--- src/rtl/cpu_pkg.sv ---
// Shared CPU-side definitions: loader FSM states and instruction-memory geometry.
package cpu_pkg;

    // Instruction-memory word-address width (same as the pc width).
    localparam int unsigned ADDR_W = 11;

    // Bytes in the image header (16-bit little-endian word count).
    localparam int unsigned HDR_BYTES = 2;

    typedef enum logic [2:0] {
        StIdle,
        StHdrLo,
        StHdrHi,
        StLoad,
        StFlush,
        StDone,
        StErr
    } loader_state_t;

endpackage

--- src/rtl/instr_loader_if.sv ---
// Byte-stream, instruction-memory write and CPU-release signals of the program loader.
interface instr_loader_if #(
    parameter int unsigned ADDR_W = 11
);
    logic              start;
    logic [7:0]        byte_in;
    logic              byte_valid;
    logic              byte_ready;
    logic              mem_wren;
    logic [ADDR_W-1:0] mem_addr;
    logic [31:0]       mem_data;
    logic              cpu_rst_n;
    logic              done;
    logic              error;

    // Byte source / system side.
    modport master (
        output start, byte_in, byte_valid,
        input  byte_ready, mem_wren, mem_addr, mem_data, cpu_rst_n, done, error
    );

    // Loader side.
    modport slave (
        input  start, byte_in, byte_valid,
        output byte_ready, mem_wren, mem_addr, mem_data, cpu_rst_n, done, error
    );
endinterface

--- src/rtl/byte_packer.sv ---
// 4-lane little-endian byte-to-word assembler; flags the byte that completes a word.
module byte_packer (
    input  logic        clk,
    input  logic        rst,
    input  logic        clear_i,
    input  logic        byte_valid_i,
    input  logic [7:0]  byte_i,
    output logic [31:0] word_o,
    output logic        word_valid_o
);

    logic [31:0] asm_q, asm_d;
    logic [1:0]  idx_q, idx_d;

    // Merge the incoming byte into its lane; the completed word is visible in the same cycle.
    always_comb begin
        asm_d = asm_q;
        idx_d = idx_q;
        if (clear_i) begin
            asm_d = '0;
            idx_d = '0;
        end else if (byte_valid_i) begin
            asm_d[8*idx_q +: 8] = byte_i;
            idx_d               = idx_q + 2'd1;
        end
    end

    assign word_o       = asm_d;
    assign word_valid_o = byte_valid_i && !clear_i && (idx_q == 2'd3);

    // Assembly register and lane index.
    always_ff @(posedge clk) begin
        if (rst) begin
            asm_q <= '0;
            idx_q <= '0;
        end else begin
            asm_q <= asm_d;
            idx_q <= idx_d;
        end
    end

endmodule

--- src/rtl/instr_loader.sv ---
// Boot-time program loader: byte stream in, 32-bit words out to instr_mem, CPU held in reset.
module instr_loader #(
    parameter int unsigned ADDR_W    = cpu_pkg::ADDR_W,
    parameter int unsigned MAX_WORDS = 2 ** ADDR_W
) (
    input logic           clk,
    input logic           rst,
    instr_loader_if.slave bus
);
    import cpu_pkg::*;

    localparam logic [16:0] MaxWords = 17'(MAX_WORDS);

    loader_state_t     state_q, state_d;
    logic [7:0]        count_lo_q, count_lo_d;
    logic [15:0]       n_q, n_d;
    logic [15:0]       word_cnt_q, word_cnt_d;
    logic [ADDR_W-1:0] addr_q, addr_d;
    logic              mem_wren_q, mem_wren_d;
    logic [ADDR_W-1:0] mem_addr_q, mem_addr_d;
    logic [31:0]       mem_data_q, mem_data_d;

    logic        byte_ready;
    logic        accept;
    logic [15:0] n_full;
    logic        pk_clear;
    logic        pk_valid;
    logic [31:0] pk_word;
    logic        pk_word_valid;

    assign byte_ready = (state_q == StHdrLo) || (state_q == StHdrHi) || (state_q == StLoad);
    assign accept     = bus.byte_valid && byte_ready;
    assign n_full     = {bus.byte_in, count_lo_q};
    assign pk_valid   = accept && (state_q == StLoad);

    byte_packer u_byte_packer (
        .clk          (clk),
        .rst          (rst),
        .clear_i      (pk_clear),
        .byte_valid_i (pk_valid),
        .byte_i       (bus.byte_in),
        .word_o       (pk_word),
        .word_valid_o (pk_word_valid)
    );

    // Next-state, counters and registered write-port values.
    always_comb begin
        state_d    = state_q;
        count_lo_d = count_lo_q;
        n_d        = n_q;
        word_cnt_d = word_cnt_q;
        addr_d     = addr_q;
        mem_wren_d = 1'b0;
        mem_addr_d = mem_addr_q;
        mem_data_d = mem_data_q;
        pk_clear   = 1'b0;
        unique case (state_q)
            StIdle: begin
                if (bus.start) begin
                    state_d  = StHdrLo;
                    pk_clear = 1'b1;
                end
            end
            StHdrLo: begin
                if (accept) begin
                    count_lo_d = bus.byte_in;
                    state_d    = StHdrHi;
                end
            end
            StHdrHi: begin
                if (accept) begin
                    n_d = n_full;
                    if (n_full == 16'd0) begin
                        state_d = StDone;
                    end else if ({1'b0, n_full} > MaxWords) begin
                        state_d = StErr;
                    end else begin
                        state_d    = StLoad;
                        word_cnt_d = '0;
                        addr_d     = '0;
                        pk_clear   = 1'b1;
                    end
                end
            end
            StLoad: begin
                if (pk_word_valid) begin
                    mem_wren_d = 1'b1;
                    mem_addr_d = addr_q;
                    mem_data_d = pk_word;
                    // Wraps to 0 after a full-size image; no write follows, so harmless.
                    addr_d     = addr_q + 1'b1;
                    word_cnt_d = word_cnt_q + 16'd1;
                    if (word_cnt_q == n_q - 16'd1) begin
                        state_d = StFlush;
                    end
                end
            end
            // One idle cycle so the last write lands before the CPU is released.
            StFlush: state_d = StDone;
            StDone:  state_d = StDone;
            StErr:   state_d = StErr;
            default: state_d = StIdle;
        endcase
    end

    // State and datapath registers.
    always_ff @(posedge clk) begin
        if (rst) begin
            state_q    <= StIdle;
            count_lo_q <= '0;
            n_q        <= '0;
            word_cnt_q <= '0;
            addr_q     <= '0;
            mem_wren_q <= 1'b0;
            mem_addr_q <= '0;
            mem_data_q <= '0;
        end else begin
            state_q    <= state_d;
            count_lo_q <= count_lo_d;
            n_q        <= n_d;
            word_cnt_q <= word_cnt_d;
            addr_q     <= addr_d;
            mem_wren_q <= mem_wren_d;
            mem_addr_q <= mem_addr_d;
            mem_data_q <= mem_data_d;
        end
    end

    assign bus.byte_ready = byte_ready;
    assign bus.mem_wren   = mem_wren_q;
    assign bus.mem_addr   = mem_addr_q;
    assign bus.mem_data   = mem_data_q;
    assign bus.cpu_rst_n  = (state_q == StDone);
    assign bus.done       = (state_q == StDone);
    assign bus.error      = (state_q == StErr);

endmodule

--- src/flat_wrapper.sv ---
// flat-port wrapper written by rule: the top's interface ports become plain ports
module instr_loader_flat import cpu_pkg::*;
#(
    parameter int unsigned ADDR_W    = cpu_pkg::ADDR_W,
    parameter int unsigned MAX_WORDS = 2 ** ADDR_W
)
  (clk, rst, bus_start, bus_byte_in, bus_byte_valid, bus_byte_ready, bus_mem_wren, bus_mem_addr, bus_mem_data, bus_cpu_rst_n, bus_done, bus_error);
  instr_loader_if #(.ADDR_W(ADDR_W)) bus_i ();
  input logic clk;
  input logic rst;
  input wire logic [$bits(bus_i.start)-1:0] bus_start;
  input wire logic [$bits(bus_i.byte_in)-1:0] bus_byte_in;
  input wire logic [$bits(bus_i.byte_valid)-1:0] bus_byte_valid;
  output wire logic [$bits(bus_i.byte_ready)-1:0] bus_byte_ready;
  output wire logic [$bits(bus_i.mem_wren)-1:0] bus_mem_wren;
  output wire logic [$bits(bus_i.mem_addr)-1:0] bus_mem_addr;
  output wire logic [$bits(bus_i.mem_data)-1:0] bus_mem_data;
  output wire logic [$bits(bus_i.cpu_rst_n)-1:0] bus_cpu_rst_n;
  output wire logic [$bits(bus_i.done)-1:0] bus_done;
  output wire logic [$bits(bus_i.error)-1:0] bus_error;
  assign bus_i.start = bus_start;
  assign bus_i.byte_in = bus_byte_in;
  assign bus_i.byte_valid = bus_byte_valid;
  assign bus_byte_ready = bus_i.byte_ready;
  assign bus_mem_wren = bus_i.mem_wren;
  assign bus_mem_addr = bus_i.mem_addr;
  assign bus_mem_data = bus_i.mem_data;
  assign bus_cpu_rst_n = bus_i.cpu_rst_n;
  assign bus_done = bus_i.done;
  assign bus_error = bus_i.error;
  instr_loader #(.ADDR_W(ADDR_W), .MAX_WORDS(MAX_WORDS)) u_core (.clk(clk), .rst(rst), .bus(bus_i));
endmodule
--- config.mk ---
export PLATFORM = sky130hd
export DESIGN_NAME = instr_loader_flat
export DESIGN_NICKNAME = d
export VERILOG_FILES = /design/src/rtl/cpu_pkg.sv /design/src/rtl/instr_loader_if.sv /design/src/rtl/byte_packer.sv /design/src/rtl/instr_loader.sv /design/src/flat_wrapper.sv
export SDC_FILE = /design/constraint.sdc
export NUM_CORES = 1
export LEC_CHECK = 0
export CAP_MARGIN = 20
export CORE_MARGIN = 5
export CORE_UTILIZATION = 56
export DETAILED_ROUTE_END_ITERATION = 16
export GPL_TIMING_DRIVEN = 0
export HOLD_SLACK_MARGIN = 0.1
export PLACE_DENSITY_LB_ADDON = 0.05
export SLEW_MARGIN = 10
export SYNTH_ARGS = -nofsm -noshare
export SYNTH_HDL_FRONTEND = slang
export SYNTH_SLANG_ARGS = --single-unit
--- constraint.sdc ---
create_clock -name clk -period 3.15 [get_ports clk]
set_clock_uncertainty 0.15 [all_clocks]
set_input_delay 0.7875 -clock clk [delete_from_list [all_inputs] [get_ports clk]]
set_output_delay 0.7875 -clock clk [all_outputs]
set_load 0.02 [all_outputs]
# Word level (Yosys, flattened, before mapping)
# Index checks and enable logic that the tools add are counted.
[totals]
output_inout_bits = 48
input_bits = 12
elab_cells = 79
regBits = 132
[classes]
order_cmp = 1
n_reduce_logical = 18
addsub = 5
n_shift = 2
bitwise_logic = 1
n_mux = 27
n_eq_ne = 15
[op_table]
columns = ["op", "count"]
rows = [
  ["16-bit two-way mux", 4],
  ["32-bit two-way mux", 2],
  ["11-bit two-way mux", 4],
  ["5-bit negation with 34-bit output", 1],
  ["8-bit by 34-bit variable shift with 32-bit output, first input constant", 1],
  ["8-bit by 34-bit variable part select with 32-bit output", 1],
  ["32-bit bitwise mux", 1],
  ["16-bit case mux with 2 select lines", 1],
  ["11-bit case mux with 2 select lines", 1],
  ["3-bit two-way mux", 7],
  ["3-bit case mux with 6 select lines", 1],
  ["16-bit by 1-bit adder with 16-bit output, second input constant", 1],
  ["16-bit equality test", 1],
  ["16-bit by 12-bit > comparator with 1-bit output, second input constant", 1],
  ["16-bit zero test", 1],
  ["16-bit by 1-bit subtractor with 16-bit output, second input constant", 1],
  ["11-bit by 1-bit adder with 11-bit output, second input constant", 1],
  ["5-bit AND reduction", 2],
  ["3-bit equality test, second input constant", 3],
  ["2-bit inequality test, second input constant", 4],
  ["3-bit by 2-bit equality test with 1-bit output, second input constant", 2],
  ["2-bit by 1-bit inequality test with 1-bit output, second input constant", 3],
  ["2-bit AND reduction", 3],
  ["2-bit OR reduction", 3],
  ["11 further kinds", 19],
]

# Logic depth before layout (Yosys ltp)
# Gate-level depths: netlist (run 1).
[depth]
ltp_word = 11
depth_mapped = 10

# Modules after synthesis
# Synthesis (run 1) repeated with hierarchy kept, for this count alone.
[hier_totals]
hier_cells = 753
hier_area_um2 = 6179.7
[by_module_without_submodules]
columns = ["mod", "area_each_um2", "instances", "cells_per_inst"]
rows = [
  ["instr_loader", 4486.8, 1, 554],
  ["byte_packer", 1692.9, 1, 199],
]

# Worst setup path after synthesis (run 1)
# OpenSTA, ideal clock, no wires.
[synth_timing]
kind = "in2reg"
startpoint = "in bus_byte_in[4]"
endpoint = "reg u_core.word_cnt_q[15]"
setup_slack_ns = 0.249
t_arrival_ns = 2.634
n_path_buf = 2
cell_stages = 7
cell_sequence = "or4_1 -> or4b_1 -> buf_6 -> buf_6 -> a2111oi_4 -> xnor2_1 -> nor2_1"
[synth_between]
elab_chain_len = 10
elab_cells_between_ends = 13
[synth_lines]
columns = ["element", "line_no", "text"]
rows = [
  ["from (decl)", "flat_wrapper.sv:12", "input wire logic [$bits(bus_i.byte_in)-1:0] bus_byte_in;"],
  ["16-bit by 12-bit > comparator with 1-bit output", "instr_loader.sv:75", "end else if ({1'b0, n_full} > MaxWords) begin"],
  ["1-bit two-way mux", "instr_loader.sv:75", ""],
  ["1-bit two-way mux", "instr_loader.sv:73", "if (n_full == 16'd0) begin"],
  ["1-bit two-way mux", "instr_loader.sv:71", "if (accept) begin"],
  ["1-bit case mux with 2 select lines", "instr_loader.sv:57", "unique case (state_q)"],
  ["1-bit zero test", "byte_packer.sv:29", "assign word_valid_o = byte_valid_i && !clear_i && (idx_q == 2'd3);"],
  ["1-bit logical AND (2 in series)", "byte_packer.sv:29", ""],
  ["2-bit by 1-bit inequality test with 1-bit output (no line)", "--", ""],
  ["5-bit AND reduction (no line) (*)", "--", ""],
  ["to (signal assigned)", "instr_loader.sv:121", "word_cnt_q <= word_cnt_d;"],
  ["to (decl)", "instr_loader.sv:17", "logic [15:0] word_cnt_q, word_cnt_d;"],
]
# Every way passes the cells marked *; elsewhere a longest branch is shown, timed or not.
# A chain may end at the register's enable or synchronous reset.

# Worst setup path in the final report (run 1)
[layout_timing]
startpoint = "reg u_core.state_q[1]"
endpoint = "out bus_error"
[layout_between]
elab_chain_len = 1
[layout_lines]
columns = ["element", "line_no", "text"]
rows = [
  ["from (decl)", "instr_loader.sv:14", "loader_state_t state_q, state_d;"],
  ["from (signal assigned)", "instr_loader.sv:109", "state_q <= StIdle;"],
  ["from (signal assigned)", "instr_loader.sv:118", "state_q <= state_d;"],
  ["3-bit equality test", "instr_loader.sv:135", "assign bus.error = (state_q == StErr);"],
  ["to (decl)", "flat_wrapper.sv:20", "output wire logic [$bits(bus_i.error)-1:0] bus_error;"],
]
# No other way between the ends.

==> results.toml, run 1 <==
[timing]
worst_pin_slew_ns = 0.896
fin_setup_tns_ns = 0
holdWs_ns = 0.311
final.setup.worst_slack_ns = 0.0871
clock.fmax_mhz = 326
timing.slew.headroom = 0.403
rsz0062_at_grt = "false"
hold_viol_final = 0
period_share = 0.972
finalCriticalPeriod_ns = 3.06
finalSetupViolations = 0
slew_viol_final = 0

[status]
status = "finished, final reports clean"

[cts]
clock_latency_ns = 0.54
postCtsSetupBuffers = 0
clkTransAtPathRegs_ns = 0.06
ctsHoldBuffers = 0
cts_htree_levels = 4
clockBufferDepth = 2
cts-buffers-inserted = 17
cts_tree = "done"
cts-root-buf = "clkbuf_8"
clock-sinks = 124

[setup_path]
r2r-start = "u_core.state_q[0]"
cp_top_family = "buffers and inverters"
startpoint_type = "flop"
critPathMaxStageDelay_ns = 0.60
end_kind = "output port"
rrSetupSlack_ns = 0.32
worstPathRequired_ns = 2.21
cp_slowest_cell = "clkdlybuf4s50_1"
ff2ff_path_depth = 9
worstPathMaxFanout = 10
critPathKind = "reg2out"
path_cells = "clkbuf_4, nor2b_2, and2_1, clkdlybuf4s50_1"
reg2reg_to = "u_core.addr_q[8]"
path_buf_inv = 2
cp.arrival_ns = 2.13

[floorplanning]
ios = 60
start_util = 0.577
die_h_um = 111
die_w_um = 111
die_area_um2 = 12200
num_rows = 36
core_area_um2 = 9820

[logic_synthesis]
synth_top_cell_area_share = 0.438
synthTopCellsByArea = "dfxtp_1 (44%), nor2_1 (6.8%), a21oi_1 (6.5%)"
ys_warn_count = 0
synth_edf_count = 0
ys_types = 49
ys_ff_latch = 124
ys.flop_type = "dfxtp_1"
synth_cells = 676
synth.largest_area_cell = "dfxtp_1"
synth-seq-area-share = 0.438
syn_area_per_cell_um2 = 8.38
syn_nets = 696
synthArstFlopShare = 0
netlist_area_um2 = 5660

[global_route]
antenna_found_initial = 0
grt_pass1_wl_um = 24800
track_usage = 0.251
grt_max_degree = 17
grt_pass1_vias = 5026
gr-total-overflow = 0

[finish]
antenna_cells = 0
syn_to_final_growth_pct = 24.3
final_util = 0.717
nFillCells = 824
drive_above_1_share = 0.0784
nets = 772

[route]
first_pass_iters = 8
drt_iter0_drc = 416
wl_um = 15100
drcViolationCount = 0
avgViaCountPerCell = 5.70
vias = 5116
routedWlPerCell_um = 16.8
drt.antenna.violating_nets = 0

[placed_design]
io_buffers = 58
post-place-ws_ns = -0.654
gp_congestion = 0.875
dp_hpwl_um = 10500

[power_and_ir_drop]
ir_drop_v = 0.000445
power.density_nw_per_um2 = 599
total_power_mw = 4.22
leakage_nw = 2.46

[hold_path]
hp-class = "reg2reg"
worstHoldPathCells = 2
hold_end = "u_core.bus.mem_addr[5]"
min_from = "u_core.bus.mem_addr[5]"

[run]
cap_viol_max_count = 0
[per-layer routing]
layer | GRT usage | vias up | wire, um
li1 | - | 2506 | -
met1 | 0.307 | 2440 | 6740
met2 | 0.418 | 139 | 7340
met3 | 0.0618 | 31 | 657
met4 | 0.111 | 0 | 351
met5 | 0 | - | 0
[synth_stat cells (10+ instances only)]
library cell,instances
nand3_1,17
nor2_1,103
a21oi_1,74
and3_1,27
clkbuf_1,30
a211oi_1,28
xnor2_1,30
nor4_1,10
dfxtp_1,124
xor2_1,11
mux2i_1,10
nand2_1,87
[stage by stage]
stage / instances / instance area [um2]
6_report: 898 / 7040
5_1_grt: 898 / 7040
4_1_cts: 898 / 7010
3_5_place_dp: 867 / 6410
3_3_place_gp: 867 / 6410
2_1_floorplan: 676 / 5660
[cell families after synthesis]
| logic type | count (synthesis) | share of synthesized area |
|---|---|---|
| AND/OR/NAND/NOR | 299 | 0.246 |
| AO/OA/AOI/OAI | 142 | 0.177 |
| flip-flops | 124 | 0.438 |
| buffers and inverters | 51 | 0.0387 |
| XOR/XNOR | 41 | 0.0634 |
| multiplexers | 11 | 0.0197 |
| adder cells (fa/ha/maj) | 8 | 0.0177 |
[layout by cell type, fill, tap and decap left out, types with 3 or more instances in the layout]
cell type / n
nor4_1: 8
or4_1: 3
a211oi_1: 28
ha_1: 8
dlymetal6s2s_1: 4
dfxtp_1: 123
nand2b_1: 7
inv_1: 9
nor3b_1: 5
nand3_1: 17
clkinv_4: 4
clkbuf_1: 31
a2111oi_2: 7
clkbuf_16: 16
nand4_1: 8
and2_0: 3
and3_1: 27
clkdlybuf4s50_1: 51
nand2_1: 87
buf_2: 7
nor2b_1: 3
o21ai_0: 9
xor2_1: 11
a21oi_1: 74
dlygate4sd2_1: 3
a2111oi_4: 4
or3_1: 6
mux2i_1: 10
a31oi_1: 4
bufinv_16: 3
and3b_1: 3
nor3_1: 8
xnor2_1: 30
clkbuf_8: 3
nor2_1: 103
[sequential cells by signal, summed over array words and instances (netlist names)]
name	flops
u_core.u_byte_packer.idx_q	2
u_core.bus.mem_addr	11
u_core.bus.mem_data	32
u_core.state_q	3
u_core.n_q	16
u_core.count_lo_q	8
u_core.word_cnt_q	16
u_core.bus.mem_wren	1
u_core.addr_q	11
u_core.u_byte_packer.asm_q	24
[how the worst max path moves through the flow]
stage	endpoint	depth (start not counted)	from
after detailed placement	u_core.word_cnt_q[2]	9	bus_byte_in[2]
after floorplan	u_core.word_cnt_q[15]	7	bus_byte_in[4]
after CTS	bus_error	4	u_core.state_q[1]
final	bus_error	4	u_core.state_q[1]
after global placement	u_core.word_cnt_q[6]	9	bus_byte_in[2]
after global routing	bus_error	4	u_core.state_q[1]
[worst register-to-register path: stages, from the launching register on]
cell,delay [ns]
dfxtp_1,0.43
nand2b_1,0.26
or2_1,0.24
buf_2,0.16
or4b_1,0.54
buf_6,0.18
buf_6,0.18
a2111oi_4,0.33
xnor2_1,0.17
nor2_1,0.07
[final cells by class]
cell class / count / area (um2) / share of cell area
multi-input cells: 501 / 2990 / 0.424
clock inverters: 9 / 138 / 0.0196
repair buffers: 58 / 587 / 0.0834
well taps: 133 / 166 / 0.0236
inverters: 9 / 33.8 / 0.00480
clock buffers: 23 / 457 / 0.0649
plain buffers: 41 / 186 / 0.0265
flip-flops and latches: 124 / 2480 / 0.353
[report_power, final]
part | internal, mW | total, mW | switching (mW)
registers | 1.62 | 1.68 | 0.0623
clock network | 1.25 | 1.97 | 0.716
logic | 0.229 | 0.573 | 0.344
total | 3.10 | 4.22 | 1.12
[what timing repair did]
action                                  in CTS  in global routing
endpoints found under the setup margin      23                 34
gates cloned                                 0                  0
resized for setup                            7                 10
No activity file was read; power rests on OpenSTA's default activity.
==> run 2: changes to the inputs <==
--- a/config.mk
+++ b/config.mk
@@ -6,7 +6,7 @@
 export NUM_CORES = 1
 export LEC_CHECK = 0
 export CAP_MARGIN = 20
-export CORE_MARGIN = 5
+export CORE_MARGIN = 2
 export CORE_UTILIZATION = 56
 export DETAILED_ROUTE_END_ITERATION = 16
 export GPL_TIMING_DRIVEN = 0
==> run 2 against run 1 <==
Maximum frequency rose by 0.24%; final cell count decreased by 0.11%; die area down 11%; flip-flop and latch count is the same; design area up 0.32%; first-iteration DRC count is 9.1% lower; highest routed layer unchanged; clock power rose by 3%; register-to-register slack worse by 0.05 ns; hold slack got worse by 0.0059 ns.
==> results.toml, run 2 (synthesized netlist as in run 1, its figures left out) <==
[status]
status = "finished, final reports clean"

[setup_path]
ff2ff_path_depth = 9
cp_slowest_cell = "clkdlybuf4s50_1"
worstPathRequired_ns = 3.43
end_kind = "flop"
cp_top_family = "buffers and inverters"
cp.arrival_ns = 3.34
path_cells = "clkdlybuf4s50_1, nor3_2, a31oi_1, or4b_1, buf_6, buf_6, a2111oi_4, xnor2_1, nor2_1"
rrSetupSlack_ns = 0.27
worstPathMaxFanout = 10
critPathMaxStageDelay_ns = 0.66
critPathKind = "in2reg"
startpoint_type = "primary input"
worst-path-stages = 9
cpMostUsedCell = "buf_6"
path_buf_inv = 3

[global_route]
track_usage = 0.282
gr-total-overflow = 0
grt_pass1_vias = 4970
antenna_found_initial = 0
grt_pass1_wl_um = 24500
grt_max_degree = 17

[finish]
nFillCells = 806
syn_to_final_growth_pct = 24.7
final_util = 0.722
largest_register_ffs = 32
fin_cells = 897
drive_above_1_share = 0.0772
antenna_cells = 0
mostFrequentLayoutCells = "dfxtp_1 (124), nor2_1 (103), nand2_1 (87)"
final_area_um2 = 7060
layout_commonest_cell = "dfxtp_1"
nets = 772

[placed_design]
dp_hpwl_um = 10300
gp_congestion = 0.971
dpl_cell_area_um2 = 6410
placed_cells = 868
io_buffers = 58

[power_and_ir_drop]
power.density_nw_per_um2 = 604
leakage_nw = 2.48
ir_drop_v = 0.000429

[cts]
postCtsSetupBuffers = 0
cts-buffers-inserted = 17
cts_htree_levels = 4
ctsResizeCount = 6
cts_tree = "done"
clock_latency_ns = 0.54
ctsHoldBuffers = 0
clkTransAtPathRegs_ns = 0.06
clock-sinks = 124
clockBufferDepth = 2
cts-root-buf = "clkbuf_8"

[run]
cap_viol_max_count = 0

[route]
wl_um = 15300
avgViaCountPerCell = 5.79
drt.antenna.violating_nets = 0
routedWlPerCell_um = 17.0
drcViolationCount = 0
first_pass_iters = 8
vias = 5194
drt_iter0_drc = 378

[floorplanning]
die_h_um = 105
num_rows = 36
ios = 60
start_util = 0.579
die_w_um = 105
die_area_um2 = 10900
core_area_um2 = 9770

[timing]
finalCriticalPeriod_ns = 3.06
timing.slew.headroom = 0.410
slew_viol_final = 0
worst_pin_slew_ns = 0.885
clock.fmax_mhz = 327
finalSetupViolations = 0
hold_viol_final = 0
period_share = 0.970

[hold_path]
worstHoldPathCells = 2
hp-class = "reg2reg"
## run 2: changes by cell type in the layout (fill, tap and decap cells not counted), moves of 2 or more
| cell | previous run | this run |
|---|---|---|
| clkbuf_1 | 31 | 28 |
| clkinv_2 | 1 | 3 |
| clkinv_4 | 4 | 2 |
| nor4_2 | 2 | 0 |
## run 2: layer usage
layer,GRT usage,share of wire
met5,0,0
met4,0.153,0.032
met1,0.343,0.42
met3,0.0661,0.065
met2,0.464,0.49
## run 2: where the power goes
group	total (mW)	switching (mW)	internal, mW
Sequential	1.68	0.0688	1.61
Combinational	0.562	0.336	0.226
Clock	2.02	0.700	1.32
## run 2: worst paths after layout
| path | startpoint | endpoint |
|---|---|---|
| setup / recovery | bus_byte_in[1] | u_core.addr_q[9] |
| setup reg to reg | u_core.n_q[0] | u_core.state_q[2] |
| hold reg to reg | u_core.bus.mem_data[25] | u_core.bus.mem_data[25] |
| hold / removal | u_core.bus.mem_data[25] | u_core.bus.mem_data[25] |
## run 2: area by class of cell
type	count	area [um2]	area share
multi-input combinational	501	2990	0.423
inverter	9	33.8	0.00478
clock buffer	20	445	0.0631
buffer	40	184	0.0260
clock inverter	11	168	0.0237
timing repair buffer	59	594	0.0842
sequential	124	2480	0.352
tap	133	166	0.0236
## run 2: worst min-delay path, cell delays in order (launching register included)
cell and delay [ns]:
dfxtp_1 0.31, nand2_1 0.05, a21oi_1 0.05
## run 2: per-stage QoR
step           setup WS (ns)  TNS (ns)  power (mW)  hold slack (ns)
4_1_cts               0.0193         0        4.27            0.307
3_5_place_dp          -0.623    -34.20        2.26            0.299
3_3_place_gp          -0.605    -34.29        2.25            0.296
5_1_grt             -0.00714  -0.00714        4.40            0.324
6_report              0.0944         0        4.26            0.305
2_1_floorplan          0.249         0        2.10            0.294
==> run 3: changes to the inputs <==
--- a/config.mk
+++ b/config.mk
@@ -6,9 +6,12 @@
 export NUM_CORES = 1
 export LEC_CHECK = 0
 export CAP_MARGIN = 20
+export CELL_PAD_IN_SITES_DETAIL_PLACEMENT = 1
+export CELL_PAD_IN_SITES_GLOBAL_PLACEMENT = 1
 export CORE_MARGIN = 2
-export CORE_UTILIZATION = 56
+export CORE_UTILIZATION = 35
 export DETAILED_ROUTE_END_ITERATION = 16
+export GPL_ROUTABILITY_DRIVEN = 0
 export GPL_TIMING_DRIVEN = 0
 export HOLD_SLACK_MARGIN = 0.1
 export PLACE_DENSITY_LB_ADDON = 0.05
==> run 3 against run 2 <==
Worst setup slack lost 0.039 ns; first-iteration DRC count down 48%; wire length is 15% higher; design area up 1.3%; sequential share of layout area is 0.47 points lower; critical endpoint unchanged; core utilization is 27 points lower; via count is 1.4% lower; global-route usage fell by 7.4 points.
==> results.toml, run 3 (synthesized netlist as in run 1, its figures left out) <==
[route]
wl_um = 17500
routedWlPerCell_um = 17.8
avgViaCountPerCell = 5.22
vias = 5123
first_pass_iters = 7
drt.antenna.violating_nets = 0
drt_iter0_drc = 195
drcViolationCount = 0

[placed_design]
dpl_cell_area_um2 = 6520
io_buffers = 58
dp_hpwl_um = 12600

[finish]
nets = 774
antenna_cells = 0
syn_to_final_growth_pct = 26.4
mostFrequentLayoutCells = "dfxtp_1 (124), nor2_1 (103), nand2_1 (87)"
final_util = 0.452
final_area_um2 = 7160
drive_above_1_share = 0.0770
layout_commonest_cell = "dfxtp_1"
nFillCells = 1863
largest_register_ffs = 32

[timing]
finalSetupViolations = 0
period_share = 0.982
finalCriticalPeriod_ns = 3.09
worst_pin_slew_ns = 0.976
hold_viol_final = 0
timing.slew.headroom = 0.349
slew_viol_final = 0
clock.fmax_mhz = 323
rsz0062_at_grt = "false"

[global_route]
grt_max_degree = 17
grt_pass1_vias = 5423
grt_pass1_wl_um = 28700
use_met1 = 0.253
busiest_layer = "met2"
gr-total-overflow = 0
antenna_found_initial = 0
grt_util_met2 = 0.370
grtUsageMet3 = 0.0436
track_usage = 0.209

[setup_path]
critPathMaxStageDelay_ns = 0.65
cp.arrival_ns = 3.25
worstPathMaxFanout = 10
end_kind = "flop"
cp_slowest_cell = "or4_1"
startpoint_type = "primary input"
worstPathRequired_ns = 3.31
path_cells = "dlygate4sd2_1, or4_1, or4b_1, buf_6, buf_6, a2111oi_4, xnor2_1, nor2_1"
critPathKind = "in2reg"
cpMostUsedCell = "buf_6"

[cts]
cts-buffers-inserted = 17
clockBufferDepth = 2
postCtsSetupBuffers = 0
cts_htree_levels = 4
ctsHoldBuffers = 0
clkTransAtPathRegs_ns = 0.06
clock-sinks = 124
ctsResizeCount = 15
cts-root-buf = "clkbuf_16"
cts_tree = "done"
clock_latency_ns = 0.41

[power_and_ir_drop]
swShare = 0.266
internal-power_mw = 3.15
p_switching_mw = 1.14
power_frac_seq = 0.388
ir_drop_v = 0.000358
leakage_nw = 2.45
power.density_nw_per_um2 = 599
clkPwrFrac = 0.471
power_frac_comb = 0.141
total_power_mw = 4.29

[floorplanning]
die_h_um = 131
ios = 60
start_util = 0.358
num_rows = 46
die_w_um = 131
die_area_um2 = 17200
core_area_um2 = 15800

[run]
cap_viol_max_count = 0

[hold_path]
hp-class = "reg2reg"

[status]
status = "finished, final reports clean"
[run 3: final cells by class]
class | count | area, um2 | area share
well taps | 216 | 270 | 0.0378
repair buffers | 59 | 581 | 0.0811
flip-flops and latches | 124 | 2480 | 0.347
multi-input cells | 501 | 2980 | 0.417
inverters | 9 | 33.8 | 0.00472
plain buffers | 42 | 194 | 0.0271
clock buffers | 21 | 470 | 0.0657
clock inverters | 10 | 140 | 0.0196
[run 3: routing by layer]
| metal | up-vias | share of wire |
|---|---|---|
| met5 | - | 0 |
| met4 | 0 | 0.017 |
| met3 | 17 | 0.023 |
| met2 | 58 | 0.51 |
| met1 | 2543 | 0.45 |
| li1 | 2505 | - |
[run 3: path summary, 6_finish.rpt]
kind	from	to	slack [ns]	cells after the start
max	bus_byte_in[4]	u_core.addr_q[9]	0.06	8
min	u_core.bus.mem_data[27]	u_core.bus.mem_data[27]	0.31	2
max reg2reg	u_core.n_q[0]	u_core.state_q[2]	0.27	9
min reg2reg	u_core.bus.mem_data[27]	u_core.bus.mem_data[27]	0.31	2
[run 3: worst max-delay path, delay by kind of cell]
kind | cells | cell delay, ns
XOR/XNOR | 1 | 0.17
buffers and inverters | 3 | 0.74
AND/OR/NAND/NOR | 3 | 1.21
AO/OA/AOI/OAI | 1 | 0.32
[run 3: per-stage QoR]
stage	cells	setup slack, ns	hold slack [ns]	setup TNS (ns)
4_1_cts	982	0.0695	0.310	0
5_1_grt	982	0.00139	0.336	0
6_report	982	0.0554	0.311	0
3_5_place_dp	951	-0.754	0.300	-46.38
3_3_place_gp	950	-0.742	0.295	-46.57
2_1_floorplan	676	0.249	0.294	0
[run 3: power groups by stage]
stage / combinational (mW) / sequential [mW] / clock (mW)
2_1_floorplan: 0.417 / 1.68 / 0
3_3_place_gp: 0.580 / 1.69 / 0
3_5_place_dp: 0.595 / 1.69 / 0
4_1_cts: 0.600 / 1.66 / 2.06
5_1_grt: 0.666 / 1.67 / 2.14
6_report: 0.605 / 1.66 / 2.02
